[config.mk]
export PLATFORM = sky130hd
export DESIGN_NAME = jpeg_rle_reader
export DESIGN_NICKNAME = d
export VERILOG_FILES = /design/src/rtl/jpeg_rle_reader.sv
export SDC_FILE = /design/constraint.sdc
export NUM_CORES = 1
export LEC_CHECK = 0
export CORE_MARGIN = 2
export CORE_UTILIZATION = 54
export CTS_CLUSTER_SIZE = 24
export DETAILED_ROUTE_END_ITERATION = 10
export PLACE_DENSITY = 0.81
export REMOVE_ABC_BUFFERS = 1
export SLEW_MARGIN = 20
export SYNTH_ARGS = -nofsm -noshare
export SYNTH_HDL_FRONTEND = slang
export SYNTH_SLANG_ARGS = --single-unit
[constraint.sdc]
create_clock -name clk_i -period 3.3 [get_ports clk_i]
set_input_delay 0.33 -clock clk_i [delete_from_list [all_inputs] [get_ports clk_i]]
set_output_delay 0.33 -clock clk_i [all_outputs]
set_load 0.01 [all_outputs]
[src/rtl/jpeg_rle_reader.sv]
// Walks one quantized 8x8 block out of the DCT output RAM in zig-zag order and
// emits JPEG run/level symbols (DC, AC, ZRL, EOB) on a valid/ready stream.
module jpeg_rle_reader #(
   parameter int MEM_AW   = 9,
   parameter int BLK_BASE = 0,
   parameter int COEF_W   = 16
) (
   input  logic                     clk_i,
   input  logic                     rst_i,
   input  logic                     start_i,
   output logic                     busy_o,
   output logic                     done_o,
   output logic [MEM_AW-1:0]        mem_adr_o,
   input  logic [31:0]              mem_dat_i,
   output logic                     rl_valid_o,
   input  logic                     rl_ready_i,
   output logic [3:0]               rl_run_o,
   output logic signed [COEF_W-1:0] rl_level_o,
   output logic                     rl_dc_o,
   output logic                     rl_eob_o
);

   typedef enum logic [2:0] {S_IDLE, S_FETCH, S_SCAN, S_EMIT, S_DONE} state_t;

   // Zig-zag index k -> raster index 8*row+col
   localparam logic [5:0] ZZ [64] = '{
       0,  1,  8, 16,  9,  2,  3, 10,
      17, 24, 32, 25, 18, 11,  4,  5,
      12, 19, 26, 33, 40, 48, 41, 34,
      27, 20, 13,  6,  7, 14, 21, 28,
      35, 42, 49, 56, 57, 50, 43, 36,
      29, 22, 15, 23, 30, 37, 44, 51,
      58, 59, 52, 45, 38, 31, 39, 46,
      53, 60, 61, 54, 47, 55, 62, 63};

   function automatic logic [MEM_AW-1:0] f_adr(input logic [5:0] k);
      f_adr = MEM_AW'(BLK_BASE) + MEM_AW'(ZZ[k][5:1]);
   endfunction

   state_t                     r_state;
   logic [5:0]                 r_k;
   logic [5:0]                 r_zero_run;
   logic signed [COEF_W-1:0]   r_coef_q;
   logic                       r_zrl_pend;
   logic                       r_busy;
   logic                       r_done;
   logic [MEM_AW-1:0]          r_mem_adr;
   logic                       r_valid;
   logic [3:0]                 r_run;
   logic signed [COEF_W-1:0]   r_level;
   logic                       r_dc;
   logic                       r_eob;

   logic [15:0]                w_half;
   logic signed [COEF_W-1:0]   w_coef;
   logic [5:0]                 w_k_next;
   logic [5:0]                 w_run_left;

   // Address is registered on entry to FETCH, so RAM data lands in SCAN
   assign w_half     = ZZ[r_k][0] ? mem_dat_i[31:16] : mem_dat_i[15:0];
   assign w_coef     = COEF_W'($signed(w_half));
   assign w_k_next   = r_k + 6'd1;
   assign w_run_left = r_zero_run - 6'd16;

   always_ff @(posedge clk_i or posedge rst_i) begin
      if (rst_i) begin
         r_state    <= S_IDLE;
         r_k        <= '0;
         r_zero_run <= '0;
         r_coef_q   <= '0;
         r_zrl_pend <= 1'b0;
         r_busy     <= 1'b0;
         r_done     <= 1'b0;
         r_mem_adr  <= MEM_AW'(BLK_BASE);
         r_valid    <= 1'b0;
         r_run      <= '0;
         r_level    <= '0;
         r_dc       <= 1'b0;
         r_eob      <= 1'b0;
      end else begin
         // NOTE: default first so done_o is a single-cycle pulse without extra decode
         r_done <= 1'b0;
         case (r_state)
            S_IDLE: begin
               if (start_i) begin
                  r_busy     <= 1'b1;
                  r_k        <= '0;
                  r_zero_run <= '0;
                  r_zrl_pend <= 1'b0;
                  r_mem_adr  <= f_adr(6'd0);
                  r_state    <= S_FETCH;
               end
            end
            S_FETCH: r_state <= S_SCAN;
            S_SCAN: begin
               r_coef_q <= w_coef;
               r_valid  <= 1'b1;
               r_run    <= '0;
               r_level  <= '0;
               r_dc     <= 1'b0;
               r_eob    <= 1'b0;
               r_state  <= S_EMIT;
               if (r_k == 6'd0) begin
                  r_dc    <= 1'b1;
                  r_level <= w_coef;
               end else if (w_coef == '0) begin
                  if (r_k == 6'd63) begin
                     r_eob <= 1'b1;
                  end else begin
                     r_valid    <= 1'b0;
                     r_zero_run <= r_zero_run + 6'd1;
                     r_k        <= w_k_next;
                     r_mem_adr  <= f_adr(w_k_next);
                     r_state    <= S_FETCH;
                  end
               end else if (r_zero_run >= 6'd16) begin
                  r_run      <= 4'd15;
                  r_zrl_pend <= 1'b1;
               end else begin
                  r_run   <= r_zero_run[3:0];
                  r_level <= w_coef;
               end
            end
            S_EMIT: begin
               if (rl_ready_i) begin
                  if (r_zrl_pend) begin
                     // Outputs already hold a ZRL; only the tail symbol needs loading
                     r_zero_run <= w_run_left;
                     if (w_run_left < 6'd16) begin
                        r_run      <= w_run_left[3:0];
                        r_level    <= r_coef_q;
                        r_zrl_pend <= 1'b0;
                     end
                  end else if (r_eob || r_k == 6'd63) begin
                     r_valid    <= 1'b0;
                     r_zero_run <= '0;
                     r_busy     <= 1'b0;
                     r_done     <= 1'b1;
                     r_state    <= S_DONE;
                  end else begin
                     r_valid    <= 1'b0;
                     r_zero_run <= '0;
                     r_k        <= w_k_next;
                     r_mem_adr  <= f_adr(w_k_next);
                     r_state    <= S_FETCH;
                  end
               end
            end
            S_DONE:  r_state <= S_IDLE;
            default: r_state <= S_IDLE;
         endcase
      end
   end

   assign busy_o     = r_busy;
   assign done_o     = r_done;
   assign mem_adr_o  = r_mem_adr;
   assign rl_valid_o = r_valid;
   assign rl_run_o   = r_run;
   assign rl_level_o = r_level;
   assign rl_dc_o    = r_dc;
   assign rl_eob_o   = r_eob;

endmodule

Word level (Yosys, flattened, before mapping)
Memory sizes are Yosys's and may differ from the RTL's.
Index checks and enable logic that the tools add are counted.
{"block": "totals", "elab_cells": 129, "register_bits": 66, "mem_count": 2, "romBits": 768, "out_inout_bits": 34, "input_bits": 36}
{"block": "op_classes", "add_sub_neg": 3, "mux": 75, "n_reduce_logical": 14, "eq_ne": 16, "n_bitwise": 2, "order_cmp": 4}
{"name": "(name not given)", "depth": 64, "word_bits": 6, "rd": 1, "rd_ports_with_merged_regs": 0, "wr": 0, "line": "37", "rtl": "f_adr = MEM_AW'(BLK_BASE) + MEM_AW'(ZZ[k][5:1]);"}
{"name": "(name not given)", "depth": 64, "word_bits": 6, "rd": 1, "rd_ports_with_merged_regs": 0, "wr": 0, "line": "60", "rtl": "assign w_half = ZZ[r_k][0] ? mem_dat_i[31:16] : mem_dat_i[15:0];"}
{"operator": "two-way mux 16 bit", "count": 7}
{"operator": "two-way mux 6 bit", "count": 14}
{"operator": "two-way mux 9 bit", "count": 7}
{"operator": "case mux 6 bit (3 select lines)", "count": 2}
{"operator": "case mux 16 bit (2 select lines)", "count": 1}
{"operator": "case mux 9 bit (3 select lines)", "count": 1}
{"operator": "two-way mux 1 bit", "count": 25}
{"operator": "two-way mux 4 bit", "count": 6}
{"operator": "!= test 2 bit (second input constant)", "count": 12}
{"operator": "zero test 16 bit", "count": 1}
{"operator": ">= comparator 7 bit (second input constant)", "count": 2}
{"operator": "inverter 6 -> 7 bit", "count": 2}
{"operator": "adder 6 x 1 -> 6 bit (second input constant)", "count": 2}
{"operator": "two-way mux 3 bit", "count": 4}
{"operator": "case mux 3 bit (4 select lines)", "count": 1}
{"operator": "AND reduction 6 bit", "count": 2}
{"operator": "case mux 4 bit (2 select lines)", "count": 1}
{"operator": "AND reduction 8 bit", "count": 1}
{"operator": "equality test 3 x 2 -> 1 bit (second input constant)", "count": 2}
{"operator": "equality test 6 bit (second input constant)", "count": 1}
{"operator": ">= comparator 6 x 5 -> 1 bit (second input constant)", "count": 1}
{"operator": "zero test 6 bit", "count": 1}
{"operator": "< comparator 6 x 5 -> 1 bit (second input constant)", "count": 1}
{"operator": "two-way mux 2 bit", "count": 3}
{"operator": "other kinds (11)", "count": 14}

Longest topological paths before layout
{"block": "depth", "ltp_word": 9, "ltp_mapped": 11}

Worst setup path after synthesis
Ideal clock, no wire load.
{"block": "synth_path", "path_kind": "reg2reg", "startpoint": "reg r_k[0]", "endpoint": "reg r_level[0] (netlist: rl_level_o[0])", "path_slack_ps": 292, "stages_incl_launch_ff": 12, "arrival_ps": 2881, "path_cell_list": "dfrtp_1 > clkbuf_1 > inv_1 > ha_1 > clkbuf_1 > a2111oi_0 > nor4_1 > o211ai_2 > mux2_2 > a211oi_4 > buf_6 > a31oi_1"}
{"block": "synth_between", "elab_chain_cells": 9, "elab_cells_between_ends": 11}
{"item": "start: declaration", "line": "41", "rtl": "logic [5:0] r_k;"}
{"item": "start signal: assignment", "line": "112", "rtl": "r_k <= w_k_next;"}
{"item": "start signal: assignment", "line": "143", "rtl": "r_k <= w_k_next;"}
{"item": "inverter 6 -> 7 bit (implied by the code)", "line": "60"}
{"item": "memory read (64 x 6 bit)"}
{"item": "two-way mux 1 bit (implied by the code) (2 in a row)", "line": "60"}
{"item": "two-way mux 16 bit", "line": "60"}
{"item": "zero test 16 bit / two-way mux 16 bit (equally long branches)", "line": "106, 116"}
{"item": "two-way mux 16 bit", "line": "106", "rtl": "end else if (w_coef == '0) begin"}
{"item": "two-way mux 16 bit (*)", "line": "103", "rtl": "if (r_k == 6'd0) begin"}
{"item": "case mux 16 bit (2 select lines) (*)", "line": "83", "rtl": "case (r_state)"}
{"item": "end signal: assignment", "line": "105", "rtl": "r_level <= w_coef;"}
{"item": "end signal: assignment", "line": "121", "rtl": "r_level <= w_coef;"}
{"item": "end signal: assignment", "line": "131", "rtl": "r_level <= r_coef_q;"}
{"item": "end: declaration", "line": "50", "rtl": "logic signed [COEF_W-1:0] r_level;"}
Every way passes the cells marked *; elsewhere a longest branch is shown, timed or not. The select of a mux whose other input is x is not followed.
A chain may end at the register's enable or synchronous reset.

Worst setup path after layout
{"block": "layout_path", "startpoint": "reg r_k[1]", "endpoint": "reg r_level[7] (netlist: rl_level_o[7])"}
Same word-level chain as after synthesis.

==> results.yml <==
run_status:
  status: "finished, final reports clean"
finish:
  final_cells: 642
  area_growth_pct: 24.2
  drive_gt1_share_pct: 12.7
  nets: 591
  num_antenna_cells: 0
cts:
  clkTransAtPathRegs_ns: 0.07
  numCtsBuffers: 9
  postCtsSetupBuffers: 0
  cts_sinks: 62
  htree_num_levels: 3
  worstSkewPairLatency_ns: 0.36
  hold_buffers: 0
  cts-resized-gates: 0
  ctsRootBufferMaster: "clkbuf_8"
  ctsLongestPathBuffers: 2
  cts_tree: "done"
logic_synthesis:
  synth_fa_ha_area_share_pct: 5.25
  avgSynthCellArea_um2: 8.49
  synth-compound-area-share_pct: 17.7
  seq_area_frac_synth_pct: 38.3
  yosysUniqueCellTypes: 56
  synthSimpleGateAreaFrac_pct: 22.7
  synth_largest_area_cell: "dfrtp_1"
  synth_top_family_by_area: "simple AND/OR/NAND/NOR gates"
  synth-xor-area-share_pct: 1.95
  syn_inst: 477
  netlist_area_um2: 4050
  ys.flop_type: "dfrtp_1"
  synth_commonest_cells: "nand2_1 (91), dfrtp_1 (62), nor2_1 (35), nand3_1 (30), mux2_2 (26)"
  synth_edf_count: 0
  synth_most_common_cell: "nand2_1"
  postSynth.asyncResetShare_pct: 100
  synth_mux_area_share_pct: 8.62
  netlist.area_leader.share_pct: 38.3
  synth-seq-cells: 62
  yosysWarnings: 0
  synthTopCellsByArea: "dfrtp_1 (38%), nand2_1 (8.4%), mux2_2 (7.2%), ha_1 (5.3%), nand3_1 (3.7%)"
timing:
  post-route-period-util_pct: 88.5
  finalSetupViolations: 0
  finClkSkew_ns: 0.0146
  period_needed_ns: 2.92
  tightestPinTransition_ns: 0.730
  hold_violations: 0
  fin_setup_tns_ns: 0
  clock.fmax_mhz: 342
  slew_headroom_pct: 51.2
  rsz0062_at_grt: "false"
  drv_slew: 0
drt:
  ant_nets: 0
  vias_per_cell: 6.08
  routed_wl_mm: 10.6
  wl_per_cell_um: 16.5
  drtIter0Drc: 266
  remaining_drc_errors: 0
  vias: 3904
  drt_first_pass_iters: 6
floorplan:
  die_area_um2: 8210
  num_rows: 31
  core_um2: 7250
  start_util_pct: 55.9
  die_y_um: 90.6
  pin_count: 70
  die_x_um: 90.6
grt:
  grtUsageTotal_pct: 26.6
  antenna_found_initial: 0
  grt_pass1_wl_mm: 17.8
  grt_pass1_vias: 3827
  grt_overflow: 0
  grt_max_degree: 35
pwr:
  power_mw: 4.78
  powerDensity_nw_per_um2: 950
  p_leak_nw: 2.16
  ir_worst_vdd_v: 0.000496
critical_path:
  path_max_fanout: 16
  rrSetupSlack_ns: 0.38
  cp.arrival_ns: 3.15
  required_ns: 3.53
  crit_path_end_kind: "register"
  startpoint_type: "register"
  crit_type: "register to register"
job:
  cap_violations: 0
place:
  dp_hpwl_mm: 7.59
  gp_congestion: 0.920
  io_buffers: 65
  dp_cells: 626
min_path:
  hold_class: "input port to async pin"
## logic make-up after synthesis
family,Yosys count
other,1
multiplexers,30
buffers and inverters,49
AND/OR/NAND/NOR,204
adder cells (fa/ha/maj),17
flip-flops,62
XOR/XNOR,9
AO/OA/AOI/OAI,105
## metrics by stage
step	util (%)	instance area (µm²)	worst slack, ns	hold slack [ns]
finish	69.4	5030	0.380	0.416
global route	69.4	5030	0.206	0.498
CTS	69.4	5030	0.388	0.452
detailed placement	66.2	4800	0.405	0.462
global placement	66.2	4800	0.500	0.457
floorplan	-	3900	0.191	0.445
## where the power goes
group	internal (mW)	switching (mW)	leakage (nW)	total, mW
sequential	1.06	0.245	0.781	1.31
clock	0.451	0.323	0.110	0.773
combinational	1.18	1.51	1.27	2.70
total	2.70	2.08	2.16	4.78
## routing by layer
metal,routed length (µm),track usage [%]
met2,5270,44.9
met5,0,0
met1,4290,32.8
met4,234,11.7
met3,827,5.43
## worst max-delay path: stages (launching register included)
cell       delay [ns]
dfrtp_1          0.48
inv_1            0.14
ha_1             0.41
nor2_1           0.06
a2111oi_0        0.35
nor4_1           0.12
o211ai_2         0.14
mux2_2           0.50
a211oi_4         0.26
buf_4            0.26
a31oi_1          0.07
## cells in the final DEF, fill, tap and decap left out, types with 17 or more instances in the layout
cell type        netlist  layout
ha_1                  17      17
dfrtp_1               62      62
mux2_2                26      26
a31oi_1               18      18
nand2_1               91      91
o21ai_0               21      21
nor2_1                35      35
nand3_1               30      30
clkdlybuf4s50_1        0      65
a21oi_1               18      18
buf_4                  5      17
## area by class of cell
class	count	area, µm²
timing repair buffer	82	778
inverter	14	52.6
sequential	62	1550
tap	99	124
clock buffer	10	138
fill	579	2220
multi-input combinational	369	2290
clock inverter	6	92.6
## registers in the layout, indices dropped and copies added, names as in the netlist
| signal | count |
|---|---|
| r_coef_q | 16 |
| done_o | 1 |
| mem_adr_o | 5 |
| rl_valid_o | 1 |
| r_zero_run | 6 |
| rl_level_o | 16 |
| rl_eob_o | 1 |
| busy_o | 1 |
| r_zrl_pend | 1 |
| rl_run_o | 4 |
| r_state | 3 |
| rl_dc_o | 1 |
| r_k | 6 |
## path summary, 6_finish.rpt
path                                 end         start  cells after the start
setup reg to reg           rl_level_o[7]        r_k[1]                     10
max in group asynchronous  rl_level_o[5]         rst_i                      3
setup / recovery           rl_level_o[7]        r_k[1]                     10
hold reg to reg             r_coef_q[15]  r_coef_q[15]                      2
min in group clk_i          r_coef_q[15]  r_coef_q[15]                      2
hold / removal              mem_adr_o[0]         rst_i                      2
Power figures use the tool's default switching activity.
